--- src/rtl/nn_pkg.sv ---
// Shared types and default widths for the neural-net training blocks.
package nn_pkg;

  localparam int unsigned BITS = 16;
  localparam int unsigned NX   = 6;

  typedef logic [BITS-1:0] word_t;

  typedef enum logic [3:0] {
    IDLE,
    FETCH_T,
    LOAD_T,
    TRAIN,
    FETCH_V,
    LOAD_V,
    VALID,
    EPOCH,
    DONE,
    FAULT
  } seq_state_t;

endpackage

--- src/rtl/hs_watchdog.sv ---
// Handshake watchdog: counts cycles while enabled and flags the last allowed cycle.
module hs_watchdog #(
  parameter int unsigned TIMEOUT = 4096
) (
  input  logic clk,
  input  logic rst,
  input  logic clear,
  input  logic enable,
  output logic expired
);

  localparam int unsigned CW = (TIMEOUT > 2) ? $clog2(TIMEOUT) : 1;
  localparam logic [CW-1:0] LAST = CW'(TIMEOUT - 1);

  logic [CW-1:0] cnt;
  logic [CW-1:0] cnt_nx;

  // Next count: clear wins, otherwise count up and hold at the last value.
  always_comb begin
    cnt_nx = cnt;
    if (clear) begin
      cnt_nx = '0;
    end else if (enable && (cnt != LAST)) begin
      cnt_nx = cnt + CW'(1);
    end
  end

  // Counter register; expired is high during the cycle the count sits at LAST.
  always_ff @(posedge clk or posedge rst) begin
    if (rst) begin
      cnt     <= '0;
      expired <= 1'b0;
    end else begin
      cnt     <= cnt_nx;
      expired <= (cnt_nx == LAST);
    end
  end

endmodule

--- src/rtl/pattern_sequencer.sv ---
// Training/validation initiator: fetches ROM patterns, runs TR/VL handshakes,
// tracks per-epoch validation misses and the learning-rate schedule.
module pattern_sequencer #(
  parameter int unsigned NX         = nn_pkg::NX,
  parameter int unsigned BITS       = nn_pkg::BITS,
  parameter int unsigned N_TRAIN    = 64,
  parameter int unsigned N_VAL      = 16,
  parameter int unsigned EPOCHS     = 8,
  parameter int unsigned AW         = 8,
  parameter int unsigned LR_INIT    = 32'h0100,
  parameter int unsigned LR_DECAY   = 4,
  parameter int unsigned EARLY_STOP = 1,
  parameter int unsigned TIMEOUT    = 4096
) (
  input  logic               clk,
  input  logic               rst,
  input  logic               start,
  output logic [AW-1:0]      pat_addr,
  input  logic [NX*BITS-1:0] pat_x,
  input  logic [BITS-1:0]    pat_y,
  output logic               TR,
  output logic               VL,
  output logic               END,
  output logic [NX*BITS-1:0] x,
  output logic [BITS-1:0]    y,
  output logic [BITS-1:0]    lr,
  input  logic               S_Train,
  input  logic               S_Error,
  input  logic [BITS-1:0]    Error,
  output logic               epoch_done,
  output logic [AW-1:0]      epoch_errs,
  output logic [7:0]         epoch_num,
  output logic               fault
);

  import nn_pkg::*;

  localparam logic [BITS-1:0] LR_RST = BITS'(LR_INIT);

  seq_state_t state_q, state_d;

  logic [AW-1:0]      idx_q, idx_d;
  logic [AW-1:0]      err_q, err_d;
  logic [7:0]         decay_q, decay_d;
  logic [AW-1:0]      addr_d;
  logic [NX*BITS-1:0] x_d;
  logic [BITS-1:0]    y_d;
  logic [BITS-1:0]    lr_d;
  logic [BITS-1:0]    lr_half;
  logic [AW-1:0]      epoch_errs_d;
  logic [7:0]         epoch_num_d;
  logic               epoch_done_d;
  logic               fault_d;
  logic               tr_d, vl_d, end_d;
  logic               waiting;
  logic               expired;

  assign waiting = (state_q == TRAIN) || (state_q == VALID);

  hs_watchdog #(
    .TIMEOUT (TIMEOUT)
  ) u_watchdog (
    .clk     (clk),
    .rst     (rst),
    .clear   (!waiting),
    .enable  (waiting),
    .expired (expired)
  );

  // Next-state and next-register logic for the sequencer.
  always_comb begin
    state_d      = state_q;
    idx_d        = idx_q;
    err_d        = err_q;
    decay_d      = decay_q;
    addr_d       = pat_addr;
    x_d          = x;
    y_d          = y;
    lr_d         = lr;
    epoch_errs_d = epoch_errs;
    epoch_num_d  = epoch_num;
    epoch_done_d = 1'b0;
    fault_d      = fault;
    lr_half      = {1'b0, lr[BITS-1:1]};
    if (lr_half == '0) begin
      lr_half = BITS'(1);
    end

    case (state_q)
      IDLE, DONE, FAULT: begin
        if (start) begin
          state_d     = FETCH_T;
          idx_d       = '0;
          err_d       = '0;
          decay_d     = '0;
          epoch_num_d = '0;
          lr_d        = LR_RST;
          fault_d     = 1'b0;
        end
      end
      FETCH_T: state_d = LOAD_T;
      LOAD_T: begin
        x_d     = pat_x;
        y_d     = pat_y;
        state_d = TRAIN;
      end
      TRAIN: begin
        if (S_Train) begin
          if (idx_q == AW'(N_TRAIN - 1)) begin
            idx_d   = '0;
            state_d = FETCH_V;
          end else begin
            idx_d   = idx_q + AW'(1);
            state_d = FETCH_T;
          end
        end else if (expired) begin
          fault_d = 1'b1;
          state_d = FAULT;
        end
      end
      FETCH_V: state_d = LOAD_V;
      LOAD_V: begin
        x_d     = pat_x;
        y_d     = pat_y;
        state_d = VALID;
      end
      VALID: begin
        if (S_Error) begin
          if ((Error != '0) && (err_q != '1)) begin
            err_d = err_q + AW'(1);
          end
          if (idx_q == AW'(N_VAL - 1)) begin
            idx_d   = '0;
            state_d = EPOCH;
          end else begin
            idx_d   = idx_q + AW'(1);
            state_d = FETCH_V;
          end
        end else if (expired) begin
          fault_d = 1'b1;
          state_d = FAULT;
        end
      end
      EPOCH: begin
        epoch_done_d = 1'b1;
        epoch_errs_d = err_q;
        err_d        = '0;
        epoch_num_d  = epoch_num + 8'd1;
        if (LR_DECAY != 0) begin
          if (decay_q == 8'(LR_DECAY - 1)) begin
            decay_d = '0;
            lr_d    = lr_half;
          end else begin
            decay_d = decay_q + 8'd1;
          end
        end
        if ((epoch_num_d == 8'(EPOCHS)) || ((EARLY_STOP != 0) && (err_q == '0))) begin
          state_d = DONE;
        end else begin
          idx_d   = '0;
          state_d = FETCH_T;
        end
      end
      default: state_d = IDLE;
    endcase

    if (state_d == FETCH_T) begin
      addr_d = idx_d;
    end else if (state_d == FETCH_V) begin
      addr_d = AW'(N_TRAIN) + idx_d;
    end

    tr_d  = (state_d == TRAIN);
    vl_d  = (state_d == VALID);
    end_d = (state_d == DONE);
  end

  // State, datapath and output registers.
  always_ff @(posedge clk or posedge rst) begin
    if (rst) begin
      state_q    <= IDLE;
      idx_q      <= '0;
      err_q      <= '0;
      decay_q    <= '0;
      pat_addr   <= '0;
      x          <= '0;
      y          <= '0;
      lr         <= LR_RST;
      epoch_errs <= '0;
      epoch_num  <= '0;
      epoch_done <= 1'b0;
      fault      <= 1'b0;
      TR         <= 1'b0;
      VL         <= 1'b0;
      END        <= 1'b0;
    end else begin
      state_q    <= state_d;
      idx_q      <= idx_d;
      err_q      <= err_d;
      decay_q    <= decay_d;
      pat_addr   <= addr_d;
      x          <= x_d;
      y          <= y_d;
      lr         <= lr_d;
      epoch_errs <= epoch_errs_d;
      epoch_num  <= epoch_num_d;
      epoch_done <= epoch_done_d;
      fault      <= fault_d;
      TR         <= tr_d;
      VL         <= vl_d;
      END        <= end_d;
    end
  end

endmodule

--- config.mk ---
export PLATFORM = sky130hd
export DESIGN_NAME = pattern_sequencer
export DESIGN_NICKNAME = d
export VERILOG_FILES = /design/src/rtl/nn_pkg.sv /design/src/rtl/hs_watchdog.sv /design/src/rtl/pattern_sequencer.sv
export SDC_FILE = /design/constraint.sdc
export NUM_CORES = 1
export LEC_CHECK = 0
export CORE_MARGIN = 5
export CORE_UTILIZATION = 49
export DETAILED_ROUTE_END_ITERATION = 8
export PLACE_DENSITY = 0.85
export SLEW_MARGIN = 20
export SYNTH_ARGS = -nofsm -noshare
export SYNTH_HDL_FRONTEND = slang
export SYNTH_SLANG_ARGS = --single-unit
--- constraint.sdc ---
create_clock -name clk -period 11.1 [get_ports clk]
set_input_delay 2.22 -clock clk [delete_from_list [all_inputs] [get_ports clk]]
set_output_delay 2.22 -clock clk [all_outputs]
set_load 0.005 [all_outputs]
==> metrics.json, run 1 <==
{
  "status": {"value": "finished, final reports clean"},
  "synth-seq-area-share": {"value": 0.572},
  "critPathMaxStageDelay": {"value": 0.63, "unit": "ns"},
  "first_iter_violations": {"value": 381},
  "postSynthAreaPerCell": {"value": 12.2, "unit": "um^2"},
  "cts.root.buffer_cell": {"value": "sky130_fd_sc_hd__clkbuf_16"},
  "dr_wl_cell": {"value": 18.8, "unit": "um"},
  "die-height": {"value": 141, "unit": "um"},
  "synth.cell_area": {"value": 0.00836, "unit": "mm^2"},
  "drv_cap": {"value": 0},
  "critical_path_class": {"value": "in2reg"},
  "route.final.wire_length": {"value": 22.5, "unit": "mm"},
  "grt.total_usage": {"value": 0.228},
  "flow.area_growth_from_synthesis": {"value": 43.2, "unit": "%"},
  "post-place-cells": {"value": 1168},
  "async_reset_ff_frac": {"value": 1.00},
  "combinationalPowerShare": {"value": 0.400},
  "fin_crit": {"value": 4.30, "unit": "ns"},
  "power.switching": {"value": 828, "unit": "uW"},
  "layout.cell_area.non_filler": {"value": 0.0120, "unit": "mm^2"},
  "routed-via-count": {"value": 6447},
  "die_w": {"value": 141, "unit": "um"},
  "hold_violations": {"value": 0},
  "place_area": {"value": 0.0114, "unit": "mm^2"},
  "number_of_sinks_driven_by_the_clock_tree": {"value": 191},
  "cp-start-kind": {"value": "primary input"},
  "clock_tree.htree_level_count": {"value": 4},
  "ys_top_cells_by_area": {"value": "sky130_fd_sc_hd__dfrtp_1 57%, sky130_fd_sc_hd__mux2_2 15%, sky130_fd_sc_hd__nand2_1 2.7%"},
  "count_of_mapped_cells_out_of_synthesis": {"value": 688},
  "initial_antenna_violation_count": {"value": 1},
  "critPathSlowestCell": {"value": "sky130_fd_sc_hd__clkdlybuf4s50_1"},
  "synth.top_cell.area_share": {"value": 0.569},
  "clock_skew": {"value": 0.0145, "unit": "ns"},
  "max-clock-path-buffers": {"value": 2},
  "tightestPinTransition": {"value": 0.896, "unit": "ns"},
  "first_global_vias": {"value": 6755},
  "total_power_density_per_cell_area": {"value": 237, "unit": "mW/mm^2"},
  "fillers": {"value": 1181},
  "io_pins": {"value": 290},
  "layout_cells_sized_above_1": {"value": 0.162},
  "yosysUniqueCellTypes": {"value": 65},
  "grt_overflow_total": {"value": 0},
  "holdBufCountCts": {"value": 0},
  "ant_nets": {"value": 0},
  "detail_route.drc_violations": {"value": 0},
  "worst-endpoint-arrival": {"value": 4.66, "unit": "ns"},
  "crit_path_cell_trace": {"value": "clkdlybuf4s50_1, nor4bb_1, a211oi_2, nand3_1, a21o_1, a221o_1, nor4b_1, a221o_1"},
  "swShare": {"value": 0.292},
  "worst_setup_path_end_kind": {"value": "flip-flop"},
  "dominantRegCellSynth": {"value": "sky130_fd_sc_hd__dfrtp_1"},
  "initial_core_util": {"value": 0.502},
  "place_congestion": {"value": 0.880},
  "setup-violations-final": {"value": 0},
  "synth_common_cells": {"value": "190 x sky130_fd_sc_hd__dfrtp_1, 114 x sky130_fd_sc_hd__mux2_2, 61 x sky130_fd_sc_hd__nand2_1"},
  "first_pass_iters": {"value": 4},
  "synth.most_common_cell": {"value": "sky130_fd_sc_hd__dfrtp_1"},
  "grt_pass1_wl": {"value": 35.9, "unit": "mm"},
  "viasPerCell": {"value": 5.37},
  "synth_area_leader_cell": {"value": "sky130_fd_sc_hd__dfrtp_1"},
  "worstSetupPathDepth": {"value": 8},
  "clkLatencyLatePin": {"value": 0.43, "unit": "ns"},
  "share_of_the_clock_period_used_by_the_worst_path_after_layout": {"value": 0.387},
  "p_leak": {"value": 0.00503, "unit": "uW"},
  "clock.fmax": {"value": 233, "unit": "MHz"},
  "pin_count_of_the_biggest_net_entering_global_routing": {"value": 119},
  "wp_buf_inv": {"value": 1},
  "io_buffer_count": {"value": 282},
  "fp-row-count": {"value": 47},
  "yosys_register_bits": {"value": 191},
  "path_common_cell": {"value": "sky130_fd_sc_hd__a221o_1"},
  "postCtsSetupRepairBufs": {"value": 0},
  "critPathRequiredTime": {"value": 11.46, "unit": "ns"},
  "power.sequential.fraction": {"value": 0.379},
  "timing.final.max_slew_violations": {"value": 0},
  "proportion_of_power_drawn_by_the_clock_network": {"value": 0.221},
  "clkSlewWorstSetupHoldPaths": {"value": 0.07, "unit": "ns"},
  "critical-path-top-delay-family": {"value": "compound AO/OA/AOI/OAI gates"},
  "detailed_place_hpwl": {"value": 16.7, "unit": "mm"},
  "ir_drop_worst_vdd": {"value": 157, "unit": "uV"},
  "tritoncts": {"value": "built"},
  "core-area": {"value": 0.0166, "unit": "mm^2"},
  "tritoncts.num_buffers": {"value": 17},
  "unrepaired_setup_endpoints_after_global_routing": {"value": "no"},
  "slew_headroom": {"value": 0.403},
  "hold-path-cell-count": {"value": 2},
  "setup_total_negative_slack": {"value": 0, "unit": "ns"},
  "nets_finish": {"value": 1107},
  "p_int": {"value": 2010, "unit": "uW"},
  "finish.cell_count_without_fillers": {"value": 1201},
  "timing.hold.worst.class": {"value": "reg2reg"},
  "worstPathMaxFanout": {"value": 7},
  "reg2reg_depth": {"value": 6},
  "dieArea": {"value": 0.0198, "unit": "mm^2"},
  "postCtsResizedCells": {"value": 0},
  "yosys_warnings": {"value": 0},
  "count_of_flip_flops_with_a_built_in_enable_after_synthesis": {"value": 0}
}
-- kinds of logic after synthesis --
family                   count (synthesis)  share of synthesized area
AO/OA/AOI/OAI                          103                     0.0868
XOR/XNOR                                24                     0.0251
adder cells (fa/ha/maj)                  7                     0.0105
buffers and inverters                   44                     0.0245
flip-flops                             191                      0.572
multiplexers                           116                      0.156
other                                    1                   0.000448
AND/OR/NAND/NOR                        202                      0.125
-- metrics by stage --
stage | total power (uW) | setup WS, ns | hold slack, ns | utilization
6_report | 2840 | 6.80 | 0.481 | 0.720
5_1_grt | 3000 | 6.62 | 0.502 | 0.720
4_1_cts | 2870 | 6.84 | 0.482 | 0.719
3_5_place_dp | 2230 | 6.38 | 0.465 | 0.683
3_3_place_gp | 2190 | 6.44 | 0.460 | 0.683
2_1_floorplan | 1600 | 3.68 | 0.470 | -
-- placed cells by master, fill, tap and decap left out, drive strengths merged, types with 4 or more instances in the layout --
cell type	count
o211ai	4
o31ai	6
nand3	26
nor3	7
ha	7
mux2	114
buf	4
xor2	13
a31oi	4
clkbuf	21
dfrtp	190
and3	9
nor4	9
clkdlybuf4s50	282
a22o	11
nor2	35
nand2b	7
nor4b	4
or2	4
a21o	4
inv	14
nor3b	4
a21oi	10
nor2b	8
conb	7
o21ai	37
nand4	8
a211oi	5
xnor2	11
nand2	61
or4	4
and4	5
-- final timing paths --
kind / end / startpoint / slack, ns
worst max-delay path: pat_addr[7] / S_Error / 6.80
worst min-delay path: lr[0] / lr[0] / 0.48
worst max register to register: x[76] / state_q[0] / 7.86
worst min register to register: lr[0] / lr[0] / 0.48
max in group asynchronous: y[0] / rst / 7.33
min in group asynchronous: y[6] / rst / 2.34
-- worst min-delay path, stage by stage (launching register included) --
cell,delay [ns]
sky130_fd_sc_hd__dfrtp_1,0.35
sky130_fd_sc_hd__nand2_1,0.05
sky130_fd_sc_hd__nand2_1,0.05
-- power by group through the flow --
stage               Combinational (uW)  Sequential, uW  Clock, uW
finish                            1140            1080        627
global route                      1220            1110        671
CTS                               1150            1080        638
detailed placement                1140            1090          0
global placement                  1120            1070          0
floorplan                          515            1080          0
-- registers in the layout, indices dropped and copies added (netlist names) --
name / count
u_watchdog.cnt: 12
y: 16
x: 96
lr: 9
state_q: 4
decay_q: 8
fault: 1
pat_addr: 8
u_watchdog.expired: 1
TR: 1
epoch_errs: 8
END: 1
VL: 1
err_q: 8
idx_q: 8
epoch_num: 8
epoch_done: 1
-- cell type report --
cell class              count  area (um^2)  area share
flip-flops and latches    191         4780       0.399
multi-input cells         459         3410       0.284
repair buffers            286         2850       0.238
clock buffers              21          450      0.0376
well taps                 220          275      0.0230
clock inverters            11          155      0.0130
inverters                  12         52.6     0.00439
diodes                      1         2.50    0.000209
-- metal layers --
layer	global-route usage	routed length [um]
met1	0.267	8700
met2	0.395	11500
met3	0.0718	1610
met4	0.0852	714
met5	0	0
No activity file was read; power rests on OpenSTA's default activity.
==> run 2, diff against run 1 <==
--- a/config.mk
+++ b/config.mk
@@ -6,9 +6,9 @@
 export NUM_CORES = 1
 export LEC_CHECK = 0
 export CORE_MARGIN = 5
-export CORE_UTILIZATION = 49
+export CORE_UTILIZATION = 41
 export DETAILED_ROUTE_END_ITERATION = 8
-export PLACE_DENSITY = 0.85
+export PLACE_DENSITY = 0.76
 export SLEW_MARGIN = 20
 export SYNTH_ARGS = -nofsm -noshare
 export SYNTH_HDL_FRONTEND = slang
==> constraint.sdc (replaced) <==
create_clock -name clk -period 3.65 [get_ports clk]
set_input_delay 0.73 -clock clk [delete_from_list [all_inputs] [get_ports clk]]
set_output_delay 0.73 -clock clk [all_outputs]
set_load 0.005 [all_outputs]
==> run 2 against run 1 <==
Net effect:
- non-clock buffer count rose by 8
- via count fell by 0.17%
- clock skew fell by 0.0037 ns
- utilization is 12 points lower
- sequential power grew to 3.0 times the previous value
- setup slack got worse by 6.0 ns
==> metrics.json, run 2 (same netlist as run 1, synthesis figures left out) <==
{
  "max_flop_register": {"value": "x", "change": "unchanged"},
  "reg2reg_depth": {"value": 7, "change": "was 6"},
  "share_of_the_clock_period_used_by_the_worst_path_after_layout": {"value": 0.779},
  "worst_setup_path_end_kind": {"value": "flip-flop", "change": "unchanged"},
  "dr_wl_cell": {"value": 17.0, "unit": "um", "change": "was 18.8 um"},
  "cts.root.buffer_cell": {"value": "sky130_fd_sc_hd__clkbuf_16", "change": "unchanged"},
  "io_pins": {"value": 290, "change": "unchanged"},
  "layout_commonest_cell": {"value": "sky130_fd_sc_hd__clkdlybuf4s50_1", "change": "unchanged"},
  "detailed_place_hpwl": {"value": 15.9, "unit": "mm", "change": "was 16.7 mm"},
  "routed-via-count": {"value": 6436, "change": "was 6,447"},
  "status": {"value": "finished, final reports clean", "change": "unchanged"},
  "first_iter_violations": {"value": 316, "change": "was 381"},
  "ir_drop_worst_vdd": {"value": 457, "unit": "uV", "change": "was 157 uV"},
  "nets_finish": {"value": 1115, "change": "was 1,107"},
  "grt_pass1_wl": {"value": 35.0, "unit": "mm", "change": "was 35.9 mm"},
  "initial_antenna_violation_count": {"value": 0, "change": "was 1"},
  "regArea": {"value": 0.00478, "unit": "mm^2", "change": "unchanged"},
  "postCtsSetupRepairBufs": {"value": 0, "change": "unchanged"},
  "clock_tree.htree_level_count": {"value": 4, "change": "unchanged"},
  "setup-violations-final": {"value": 0, "change": "unchanged"},
  "ant_nets": {"value": 0, "change": "unchanged"},
  "fillers": {"value": 1641, "change": "was 1,181"},
  "tritoncts.num_buffers": {"value": 17, "change": "unchanged"},
  "first_pass_iters": {"value": 5, "change": "was 4"},
  "antenna_cells_inserted": {"value": 0, "change": "was 1"},
  "die-height": {"value": 153, "unit": "um", "change": "was 141 um"},
  "grt_overflow_total": {"value": 0, "change": "unchanged"},
  "holdBufCountCts": {"value": 0, "change": "unchanged"},
  "place_congestion": {"value": 0.869, "change": "was 0.880"},
  "layout_cells_sized_above_1": {"value": 0.172, "change": "was 0.162"},
  "worstPathMaxFanout": {"value": 7, "change": "unchanged"},
  "reg_top3": {"value": "x (96), y (16), u_watchdog.cnt (12)", "change": "unchanged"},
  "route.final.wire_length": {"value": 21.4, "unit": "mm", "change": "was 22.5 mm"},
  "clock.fmax": {"value": 352, "unit": "MHz"},
  "pin_count_of_the_biggest_net_entering_global_routing": {"value": 113, "change": "was 119"},
  "slew_headroom": {"value": 0.419, "change": "was 0.403"},
  "postCtsResizedCells": {"value": 0, "change": "unchanged"},
  "number_of_sinks_driven_by_the_clock_tree": {"value": 191, "change": "unchanged"},
  "tightestPinTransition": {"value": 0.870, "unit": "ns", "change": "was 0.896 ns"},
  "hold-path-cell-count": {"value": 2, "change": "unchanged"},
  "timing.final.max_slew_violations": {"value": 0, "change": "unchanged"},
  "detail_route.drc_violations": {"value": 0, "change": "unchanged"},
  "clkLatencyLatePin": {"value": 0.43, "unit": "ns", "change": "about the same"},
  "unrepaired_setup_endpoints_after_global_routing": {"value": "no", "change": "unchanged"},
  "worst-endpoint-arrival": {"value": 3.21, "unit": "ns", "change": "was 4.66 ns"},
  "multi_input_logic_area": {"value": 0.00341, "unit": "mm^2", "change": "unchanged"},
  "viasPerCell": {"value": 5.12, "change": "was 5.37"},
  "dieArea": {"value": 0.0234, "unit": "mm^2", "change": "was 0.0198 mm^2"},
  "max_reg_flops": {"value": 96, "change": "unchanged"},
  "timing.hold.worst.class": {"value": "reg2reg", "change": "unchanged"},
  "max-clock-path-buffers": {"value": 2, "change": "unchanged"},
  "initial_core_util": {"value": 0.415, "change": "was 0.502"},
  "mostFrequentLayoutCells": {"value": "282 x sky130_fd_sc_hd__clkdlybuf4s50_1, 190 x sky130_fd_sc_hd__dfrtp_1, 114 x sky130_fd_sc_hd__mux2_2", "change": "unchanged"},
  "io_buffer_count": {"value": 282, "change": "unchanged"},
  "p_leak": {"value": 0.00509, "unit": "uW", "change": "was 0.00503 uW"},
  "first_global_vias": {"value": 6531, "change": "was 6,755"},
  "grt.total_usage": {"value": 0.184, "change": "was 0.228"},
  "flow.area_growth_from_synthesis": {"value": 45.1, "unit": "%", "change": "was 43.2%"},
  "fp-row-count": {"value": 52, "change": "was 47"},
  "fin_crit": {"value": 2.84, "unit": "ns"},
  "core-area": {"value": 0.0202, "unit": "mm^2", "change": "was 0.0166 mm^2"},
  "clock_skew": {"value": 0.0108, "unit": "ns", "change": "was 0.0145 ns"},
  "critical_path_class": {"value": "in2reg", "change": "unchanged"},
  "hold_violations": {"value": 0, "change": "unchanged"},
  "total_power_density_per_cell_area": {"value": 708, "unit": "mW/mm^2", "change": "was 237 mW/mm^2"},
  "clkSlewWorstSetupHoldPaths": {"value": 0.07, "unit": "ns", "change": "about the same"},
  "critPathRequiredTime": {"value": 4.02, "unit": "ns", "change": "was 11.46 ns"},
  "die_w": {"value": 153, "unit": "um", "change": "was 141 um"},
  "cp-start-kind": {"value": "primary input", "change": "unchanged"},
  "tritoncts": {"value": "built", "change": "unchanged"},
  "setup_total_negative_slack": {"value": 0, "unit": "ns", "change": "unchanged"},
  "drv_cap": {"value": 0, "change": "unchanged"},
  "worst_hold_slack": {"value": 0.481, "unit": "ns", "change": "about the same"}
}
## run 2: critical path, cell delays in order
cell and delay (ns):
sky130_fd_sc_hd__clkdlybuf4s50_1 0.62, sky130_fd_sc_hd__nor4bb_1 0.11, sky130_fd_sc_hd__a211oi_2 0.44, sky130_fd_sc_hd__nand3_1 0.19, sky130_fd_sc_hd__a21o_1 0.27, sky130_fd_sc_hd__a221o_1 0.42
sky130_fd_sc_hd__nor4b_1 0.27, sky130_fd_sc_hd__a221o_1 0.15
## run 2: metrics by stage
| stage | total power, uW | cells | util | instance area, um^2 | setup slack (ns) |
|---|---|---|---|---|---|
| 5_1_grt | 9120 | 1258 | 0.601 | 12100 | 0.650 |
| 4_1_cts | 8710 | 1258 | 0.601 | 12100 | 0.862 |
| 3_5_place_dp | 6760 | 1226 | 0.571 | 11500 | 0.390 |
| 3_3_place_gp | 6690 | 1226 | 0.571 | 11500 | 0.469 |
| 6_report | 8590 | 1258 | 0.601 | 12100 | 0.805 |
| 2_1_floorplan | 4860 | 694 | - | 8390 | 0.458 |
## run 2: area by class of cell
class | instances | share of cell area
repair buffers | 294 | 0.243
inverters | 12 | 0.00402
well taps | 270 | 0.0278
clock inverters | 14 | 0.0139
clock buffers | 18 | 0.0362
multi-input cells | 459 | 0.281
flip-flops and latches | 191 | 0.394
## run 2: worst paths after layout
kind                                to  startpoint  slack (ns)
max                        pat_addr[7]     S_Error        0.81
min                              lr[0]       lr[0]        0.48
max reg2reg                pat_addr[7]    idx_q[4]        0.93
min reg2reg                      lr[0]       lr[0]        0.48
max in group asynchronous        x[69]         rst        2.10
min in group asynchronous         y[7]         rst        0.84
## run 2: metal layers
layer  global-route usage  routed length (um)
met1                0.232                8840
met2                0.297               10200
met3               0.0630                1840
met4               0.0658                 550
met5                    0                   0
## run 2: power breakdown
group          total [uW]  internal, uW  switching [uW]
Combinational        3430          2190            1240
Clock                1920          1050             862
Sequential           3240          2840             405
